<file path="config.mk">
export PLATFORM = sky130hd
export DESIGN_NAME = gsim_sweep_sched
export DESIGN_NICKNAME = d
export VERILOG_FILES = /design/src/rtl/gsim_sweep_sched.sv
export SDC_FILE = /design/constraint.sdc
export NUM_CORES = 1
export LEC_CHECK = 0
export CAP_MARGIN = 15
export CORE_UTILIZATION = 40
export CTS_CLUSTER_SIZE = 28
export DETAILED_ROUTE_END_ITERATION = 8
export GPL_TIMING_DRIVEN = 1
export HOLD_SLACK_MARGIN = 0.15
export PLACE_DENSITY_LB_ADDON = 0.2
export SLEW_MARGIN = 10
export SYNTH_ARGS = -nofsm -noshare
export SYNTH_HDL_FRONTEND = slang
export SYNTH_SLANG_ARGS = --single-unit
</file>
<file path="constraint.sdc">
create_clock -name clk -period 3.6 [get_ports clk]
set_clock_uncertainty 0.1 [all_clocks]
set_input_delay 0.36 -clock clk [delete_from_list [all_inputs] [get_ports clk]]
set_output_delay 0.36 -clock clk [all_outputs]
set_load 0.02 [all_outputs]
</file>
<file path="src/rtl/gsim_sweep_sched.sv">
// Gauss-Seidel sweep sequencer: loads b, issues one element update per PIPE_LAT slot, then streams results.
// Optional GSIM_CONV_EN: ends the run early once a full sweep reports every element converged.
module gsim_sweep_sched #(
   parameter int N        = 16,
   parameter int IDX_W    = 4,
   parameter int PIPE_LAT = 8,
   parameter int MAX_ITER = 85,
   parameter int ITER_W   = 7
) (
   input  logic              clk,
   input  logic              reset,
   input  logic              in_en,
   input  logic              dp_conv,
   output logic              load_we,
   output logic [IDX_W-1:0]  load_idx,
   output logic              dp_issue,
   output logic              dp_wb,
   output logic [IDX_W-1:0]  dp_idx,
   output logic              out_valid,
   output logic [IDX_W-1:0]  rd_idx,
   output logic [ITER_W-1:0] iter_cnt,
   output logic              busy,
   output logic              done
);
   localparam int PH_W = (PIPE_LAT > 1) ? $clog2(PIPE_LAT) : 1;
   localparam logic [PH_W-1:0]   PH_LAST  = PH_W'(PIPE_LAT - 1);
   localparam logic [IDX_W-1:0]  IDX_LAST = IDX_W'(N - 1);
   localparam logic [ITER_W-1:0] ITER_MAX = ITER_W'(MAX_ITER);

   typedef enum logic [1:0] {
      S_LOAD = 2'd0,
      S_ITER = 2'd1,
      S_OUT  = 2'd2,
      S_DONE = 2'd3
   } state_t;

   state_t            state_r;
   logic [IDX_W-1:0]  b_cnt_r;
   logic [IDX_W-1:0]  dp_idx_r;
   logic [IDX_W-1:0]  rd_cnt_r;
   logic [PH_W-1:0]   phase_r;
   logic [ITER_W-1:0] iter_cnt_r;
   logic              issue_r;
   logic              wb_r;
   logic              out_valid_r;
   logic              busy_r;
   logic              done_r;
   logic [ITER_W-1:0] iter_next_s;
   logic              sweep_conv_s;
   logic              exit_s;

`ifdef GSIM_CONV_EN
   logic conv_miss_r;

   // Sweep-wide "some element not converged" flag, cleared when element 0 is issued
   always_ff @(posedge clk or posedge reset) begin
      if (reset) begin
         conv_miss_r <= 1'b0;
      end else if (state_r == S_ITER && issue_r && dp_idx_r == {IDX_W{1'b0}}) begin
         conv_miss_r <= 1'b0;
      end else if (state_r == S_ITER && wb_r && !dp_conv) begin
         conv_miss_r <= 1'b1;
      end else begin
         conv_miss_r <= conv_miss_r;
      end
   end

   // The writeback in flight counts toward the sweep's verdict
   assign sweep_conv_s = !(conv_miss_r || !dp_conv);
`else
   assign sweep_conv_s = dp_conv & 1'b0;
`endif

   assign iter_next_s = iter_cnt_r + {{(ITER_W-1){1'b0}}, 1'b1};
   assign exit_s      = (iter_next_s == ITER_MAX) || sweep_conv_s;

   // Main sequencer FSM; every datapath strobe is registered one cycle ahead of its slot
   always_ff @(posedge clk or posedge reset) begin
      if (reset) begin
         state_r     <= S_LOAD;
         b_cnt_r     <= {IDX_W{1'b0}};
         dp_idx_r    <= {IDX_W{1'b0}};
         rd_cnt_r    <= {IDX_W{1'b0}};
         phase_r     <= {PH_W{1'b0}};
         iter_cnt_r  <= {ITER_W{1'b0}};
         issue_r     <= 1'b0;
         wb_r        <= 1'b0;
         out_valid_r <= 1'b0;
         busy_r      <= 1'b0;
         done_r      <= 1'b0;
      end else begin
         case (state_r)
            S_LOAD: begin
               if (in_en) begin
                  b_cnt_r <= b_cnt_r + {{(IDX_W-1){1'b0}}, 1'b1};
                  if (b_cnt_r == IDX_LAST) begin
                     state_r  <= S_ITER;
                     phase_r  <= {PH_W{1'b0}};
                     dp_idx_r <= {IDX_W{1'b0}};
                     issue_r  <= 1'b1;
                     busy_r   <= 1'b1;
                  end
               end
            end
            S_ITER: begin
               if (phase_r == PH_LAST) begin
                  phase_r  <= {PH_W{1'b0}};
                  wb_r     <= 1'b0;
                  dp_idx_r <= dp_idx_r + {{(IDX_W-1){1'b0}}, 1'b1};
                  if (dp_idx_r == IDX_LAST) begin
                     iter_cnt_r <= iter_next_s;
                     if (exit_s) begin
                        state_r     <= S_OUT;
                        issue_r     <= 1'b0;
                        out_valid_r <= 1'b1;
                        rd_cnt_r    <= {IDX_W{1'b0}};
                     end else begin
                        issue_r <= 1'b1;
                     end
                  end else begin
                     issue_r <= 1'b1;
                  end
               end else begin
                  phase_r <= phase_r + {{(PH_W-1){1'b0}}, 1'b1};
                  issue_r <= 1'b0;
                  wb_r    <= ((phase_r + {{(PH_W-1){1'b0}}, 1'b1}) == PH_LAST);
               end
            end
            S_OUT: begin
               rd_cnt_r <= rd_cnt_r + {{(IDX_W-1){1'b0}}, 1'b1};
               if (rd_cnt_r == IDX_LAST) begin
                  state_r     <= S_DONE;
                  out_valid_r <= 1'b0;
                  busy_r      <= 1'b0;
                  done_r      <= 1'b1;
               end
            end
            S_DONE: begin
               done_r <= 1'b1;
            end
            default: begin
               state_r <= S_LOAD;
            end
         endcase
      end
   end

   assign load_we   = (state_r == S_LOAD) && in_en;
   assign load_idx  = b_cnt_r;
   assign dp_issue  = issue_r;
   assign dp_wb     = wb_r;
   assign dp_idx    = dp_idx_r;
   assign out_valid = out_valid_r;
   assign rd_idx    = rd_cnt_r;
   assign iter_cnt  = iter_cnt_r;
   assign busy      = busy_r;
   assign done      = done_r;

endmodule

</file>
==> results.yml, run 1 <==
status:
  outcome: "finished, final reports clean"
clock_tree:
  cts_buffer_depth: 2
  cts_tree: "yes"
  insertion_delay_ns: 0.29
  path_clk_slew_ns: 0.07
  ctsRootBufferMaster: "clkbuf_8"
  postCtsHoldBufs: 0
  cts_resized: 0
  clock-sinks: 29
  cts_setup_buffers: 0
  cts.htree.levels: 2
  cts_buffers: 5
critical_path:
  cp.required_ns: 3.14
  crit_path_top_delay_cell: "clkdlybuf4s50_1"
  r2r_start: "state_r[1]"
  cp.arrival_ns: 2.03
  cp_max_fo: 5
  path_cells: "inv_1, ha_1, and2_1, clkdlybuf4s50_1"
  critPathCaptureType: "output port"
  crit_path_start_kind: "flip-flop"
  cpPeakStageDelay_ns: 0.64
  reg2reg_depth: 7
  critical_path_class: "reg -> out"
  critPathLaunch: "state_r[0]"
detailed_routing:
  drt_iter0_drc: 81
  via_per_inst: 5.37
  firstDrtPassIters: 4
  wl_met1_um: 1580
  top_layer_used: "met4"
  wl_met3_um: 156
  ant_nets: 0
  wl_met2_um: 1620
  vias: 1305
  wl_um: 3390
  drc: 0
  routedWlPerCell_um: 14.0
worst_hold_path:
  hp-class: "in -> async"
cells_and_area:
  final_nets: 212
  syn_to_final_growth_pct: 28.2
  drive_gt1_frac: 0.0872
  fin_area_mm2: 0.00208
  num_antenna_cells: 0
  n_fill_cell: 319
  final_core_util: 0.552
flow_run:
  cap_viol_max_count: 0
placed_design:
  routabilityCongestion: 0.736
  post-place-ws_ns: 1.26
  place_hpwl_um: 2340
  dpl-instance-area_mm2: 0.00193
  portBuffers: 27
global_route:
  grt_pass1_wl_um: 5770
  grt_max_degree: 30
  track_usage: 0.176
  grt_antenna_before_repair: 0
  grt_pass1_vias: 1311
  grt-ovfl-total: 0
floorplanning:
  die_x_um: 65.7
  die_area_mm2: 0.00432
  initial_core_util: 0.430
  core_area_mm2: 0.00377
  num_rows: 22
  dieHeight_um: 65.7
  ios: 29
yosys:
  yosysMostFrequentCell: "dfrtp_1"
  synth_cell_types: 40
  synth_fp_nets: 182
  syn_area_per_cell_um2: 9.90
  synth-edff-count: 0
  ys_ff_latch: 29
  async_reset_ff_frac: 1.00
  synthesis.area_mm2: 0.00162
  synth_flop_cell: "dfrtp_1"
  ys_seq_area_frac: 0.447
  synth.top_cell.area_share: 0.447
  ys_top_cells_by_area: "dfrtp_1 (45%), ha_1 (11%), xnor2_1 (4.3%)"
  yosys-top-cells-count: "dfrtp_1 (29), nand2_1 (15), ha_1 (14), inv_1 (14)"
  netlist.top_cell.by_area: "dfrtp_1"
  synth_cells: 164
  yosys_warnings: 0
sta:
  setup_viol: 0
  finalMaxSlewViolations: 0
  whs_ns: 0.245
  max_freq_ghz: 0.402
  min_period_over_period: 0.691
  tightest_slew_ns: 0.554
  fin_tns_setup_ns: 0
  slew_headroom: 0.631
  min_period_ns: 2.49
  rsz0062_at_grt: "false"
  finalHoldViolCount: 0
  setup_ws_ns: 1.11
power:
  combPwrFrac: 0.018
  swShare: 0.201
  seq_power_share: 0.469
  p_leak_nw: 0.904
  p_sw_mw: 0.139
  power_density_mw_per_mm2: 334
  p_int_mw: 0.556
  power_frac_clock: 0.513
  peakVddDrop_v: 0.000272
==> power groups by stage <==
stage          clock network (mW)  registers, mW  logic, mW
6_report                    0.357          0.326     0.0123
2_1_floorplan                   0          0.332    0.00482
5_1_grt                     0.378          0.325     0.0140
3_3_place_gp                    0          0.332    0.00893
3_5_place_dp                    0          0.332    0.00909
4_1_cts                     0.363          0.326    0.00915
==> worst paths after layout <==
| path | slack [ns] | to |
|---|---|---|
| max | 1.11 | load_we |
| min | 0.24 | dp_idx[3] |
| max reg2reg | 1.23 | dp_idx[3] |
| min reg2reg | 0.39 | done |
| max in group asynchronous | 2.71 | done |
| min in group clk | 0.39 | done |
==> layout make-up <==
cell class,instances,area [um2],area share
sequential,29,726,0.349
tap,48,60.1,0.0289
multi-input combinational,116,825,0.396
clock buffer,6,82.6,0.0397
inverter,14,52.6,0.0253
timing repair buffer,28,298,0.143
clock inverter,2,37.5,0.0180
==> worst max-delay path, delay by kind of cell (launching register included) <==
kind	cells	cell delay, ns
flip-flops	1	0.43
buffers and inverters	2	0.78
AND/OR/NAND/NOR	1	0.27
adder cells (fa/ha/maj)	1	0.26
==> metrics by stage <==
| stage | power (mW) | instances |
|---|---|---|
| 6_report | 0.695 | 243 |
| 2_1_floorplan | 0.337 | 164 |
| 5_1_grt | 0.717 | 243 |
| 4_1_cts | 0.698 | 242 |
| 3_3_place_gp | 0.341 | 234 |
| 3_5_place_dp | 0.341 | 234 |
==> routing by layer <==
layer | vias to the layer above | global-route usage
met3 | 4 | 0.0573
met4 | 0 | 0.0571
met1 | 632 | 0.216
met2 | 32 | 0.287
met5 | - | 0
li1 | 637 | -
==> flip-flops by register name, summed over array words and instances, names as in the netlist <==
signal,count
load_idx,4
out_valid,1
done,1
dp_issue,1
busy,1
state_r,2
rd_idx,4
phase_r,3
dp_idx,4
iter_cnt,7
dp_wb,1
==> logic make-up (layout without fill, tap and decap cells) <==
group                    count (synthesis)  after routing  synth area share
multiplexers                             6              6            0.0386
AND/OR/NAND/NOR                         53             53             0.173
AO/OA/AOI/OAI                           33             33             0.135
flip-flops                              29             29             0.447
buffers and inverters                   19             50            0.0447
XOR/XNOR                                10             10            0.0540
adder cells (fa/ha/maj)                 14             14             0.108
==> placed cells by master, fill, tap and decap left out, types with 2 or more instances in the layout <==
cell,n
nand2_1,15
nand4_1,8
nand3_1,4
xnor2_1,8
o31ai_1,2
a221o_1,2
nand2b_1,4
nor2_1,8
inv_1,14
nor3_1,2
a21oi_1,9
mux2i_1,4
o21ai_0,9
ha_1,14
xor2_1,2
clkbuf_8,6
dfrtp_1,29
and2_1,2
o22ai_1,2
mux2_2,2
clkdlybuf4s50_1,27
Power figures use the tool's default switching activity.
==> inputs of run 2 (changes only) <==
Clock period 3.6 ns to 2.2 ns, I/O delays scaled along.
==> results.yml, run 2 (synthesis gave the netlist of run 1 again) <==
detailed_routing:
  vias: 1353
  firstDrtPassIters: 4
  drc: 0
  drt_iter0_drc: 92
  routedWlPerCell_um: 13.5
  ant_nets: 0
  via_per_inst: 5.43
  wl_um: 3350
sta:
  setup_viol: 0
  finalMaxSlewViolations: 0
  slew_headroom: 0.707
  fin_tns_setup_ns: 0
  min_period_ns: 2.06
  rsz0062_at_grt: "false"
  setup_ws_ns: 0.145
  finalHoldViolCount: 0
  max_freq_ghz: 0.487
  min_period_over_period: 0.934
  tightest_slew_ns: 0.439
power:
  power_frac_clock: 0.473
  seq_power_share: 0.512
  power_mw: 1.04
  peakVddDrop_v: 0.000343
  p_int_mw: 0.820
  combPwrFrac: 0.015
  power_density_mw_per_mm2: 498
  p_sw_mw: 0.221
  p_leak_nw: 0.930
  swShare: 0.213
critical_path:
  critical_path_class: "reg -> out"
  r2r_setup_slack_ns: 0.20
  cp_max_fo: 5
  critPathCaptureType: "output port"
  crit_path_start_kind: "flip-flop"
  cp.arrival_ns: 1.74
  cp.required_ns: 1.88
clock_tree:
  ctsRootBufferMaster: "clkbuf_8"
  cts_tree: "yes"
  cts_buffers: 5
  cts_buffer_depth: 2
  cts_setup_buffers: 0
  path_clk_slew_ns: 0.07
  postCtsHoldBufs: 0
  cts.htree.levels: 2
  cts_resized: 1
  clock-sinks: 29
  insertion_delay_ns: 0.28
status:
  outcome: "finished, final reports clean"
global_route:
  busiest_layer: "met2"
  grt_pass1_wl_um: 5840
  use_met1: 0.226
  grt_antenna_before_repair: 0
  grt_pass1_vias: 1278
  grt-ovfl-total: 0
  grt_max_degree: 30
  met2_usage: 0.281
  met3_usage: 0.0590
  track_usage: 0.181
cells_and_area:
  n_fill_cell: 314
  drive_gt1_frac: 0.119
  final_nets: 218
  syn_to_final_growth_pct: 28.9
  final_common_cell: "dfrtp_1"
  num_antenna_cells: 0
  largest_reg_flops: 7
  mostFrequentLayoutCells: "dfrtp_1 (29), clkdlybuf4s50_1 (26), nand2_1 (15)"
  fin_area_mm2: 0.00209
placed_design:
  place_hpwl_um: 2350
  routabilityCongestion: 0.791
  portBuffers: 27
  post-place-ws_ns: 0.173
  dpl-instance-area_mm2: 0.00199
floorplanning:
  dieHeight_um: 65.7
  initial_core_util: 0.430
  ios: 29
  core_area_mm2: 0.00377
  die_x_um: 65.7
  num_rows: 22
  die_area_mm2: 0.00432
worst_hold_path:
  hp-class: "in -> async"
flow_run:
  cap_viol_max_count: 0
## run 2: final timing paths
path,start,endpoint,cells after the start
max in group asynchronous,reset,state_r[1],3
worst min-delay path,reset,state_r[0],3
worst min register to register,done,done,1
min in group clk,done,done,1
worst max-delay path,state_r[0],load_we,4
worst max register to register,iter_cnt[0],rd_idx[3],8
## run 2: metal layers
metal,vias to the layer above,share of wire
met1,655,0.46
met5,-,0
met2,46,0.47
li1,646,-
met3,6,0.052
met4,0,0.018
## run 2: final cells by class
class / count / area [um2] / area share
multi-input cells: 116 / 831 / 0.397
flip-flops and latches: 29 / 726 / 0.347
clock buffers: 7 / 96.3 / 0.0461
well taps: 48 / 60.1 / 0.0287
repair buffers: 34 / 322 / 0.154
inverters: 14 / 52.6 / 0.0251
clock inverters: 1 / 5.00 / 0.00239
## run 2: power by group through the flow
stage / clock network [mW] / logic, mW / registers (mW)
6_report: 0.492 / 0.0157 / 0.533
2_1_floorplan: 0 / 0.00789 / 0.543
4_1_cts: 0.509 / 0.0167 / 0.533
3_3_place_gp: 0 / 0.0161 / 0.543
3_5_place_dp: 0 / 0.0168 / 0.543
5_1_grt: 0.528 / 0.0181 / 0.533
## run 2: per-stage QoR
step           hold WS (ns)  utilization  instances
4_1_cts               0.224        0.553        249
3_3_place_gp          0.351        0.527        241
3_5_place_dp          0.360        0.527        241
6_report              0.214        0.555        249
2_1_floorplan         0.198            -        164
5_1_grt               0.268        0.555        249
## run 2: worst max-delay path, cell delays in order, from the launching register on
cell           delay (ns)
dfrtp_1              0.44
inv_1                0.13
ha_1                 0.27
and2_1               0.25
dlygate4sd2_1        0.36
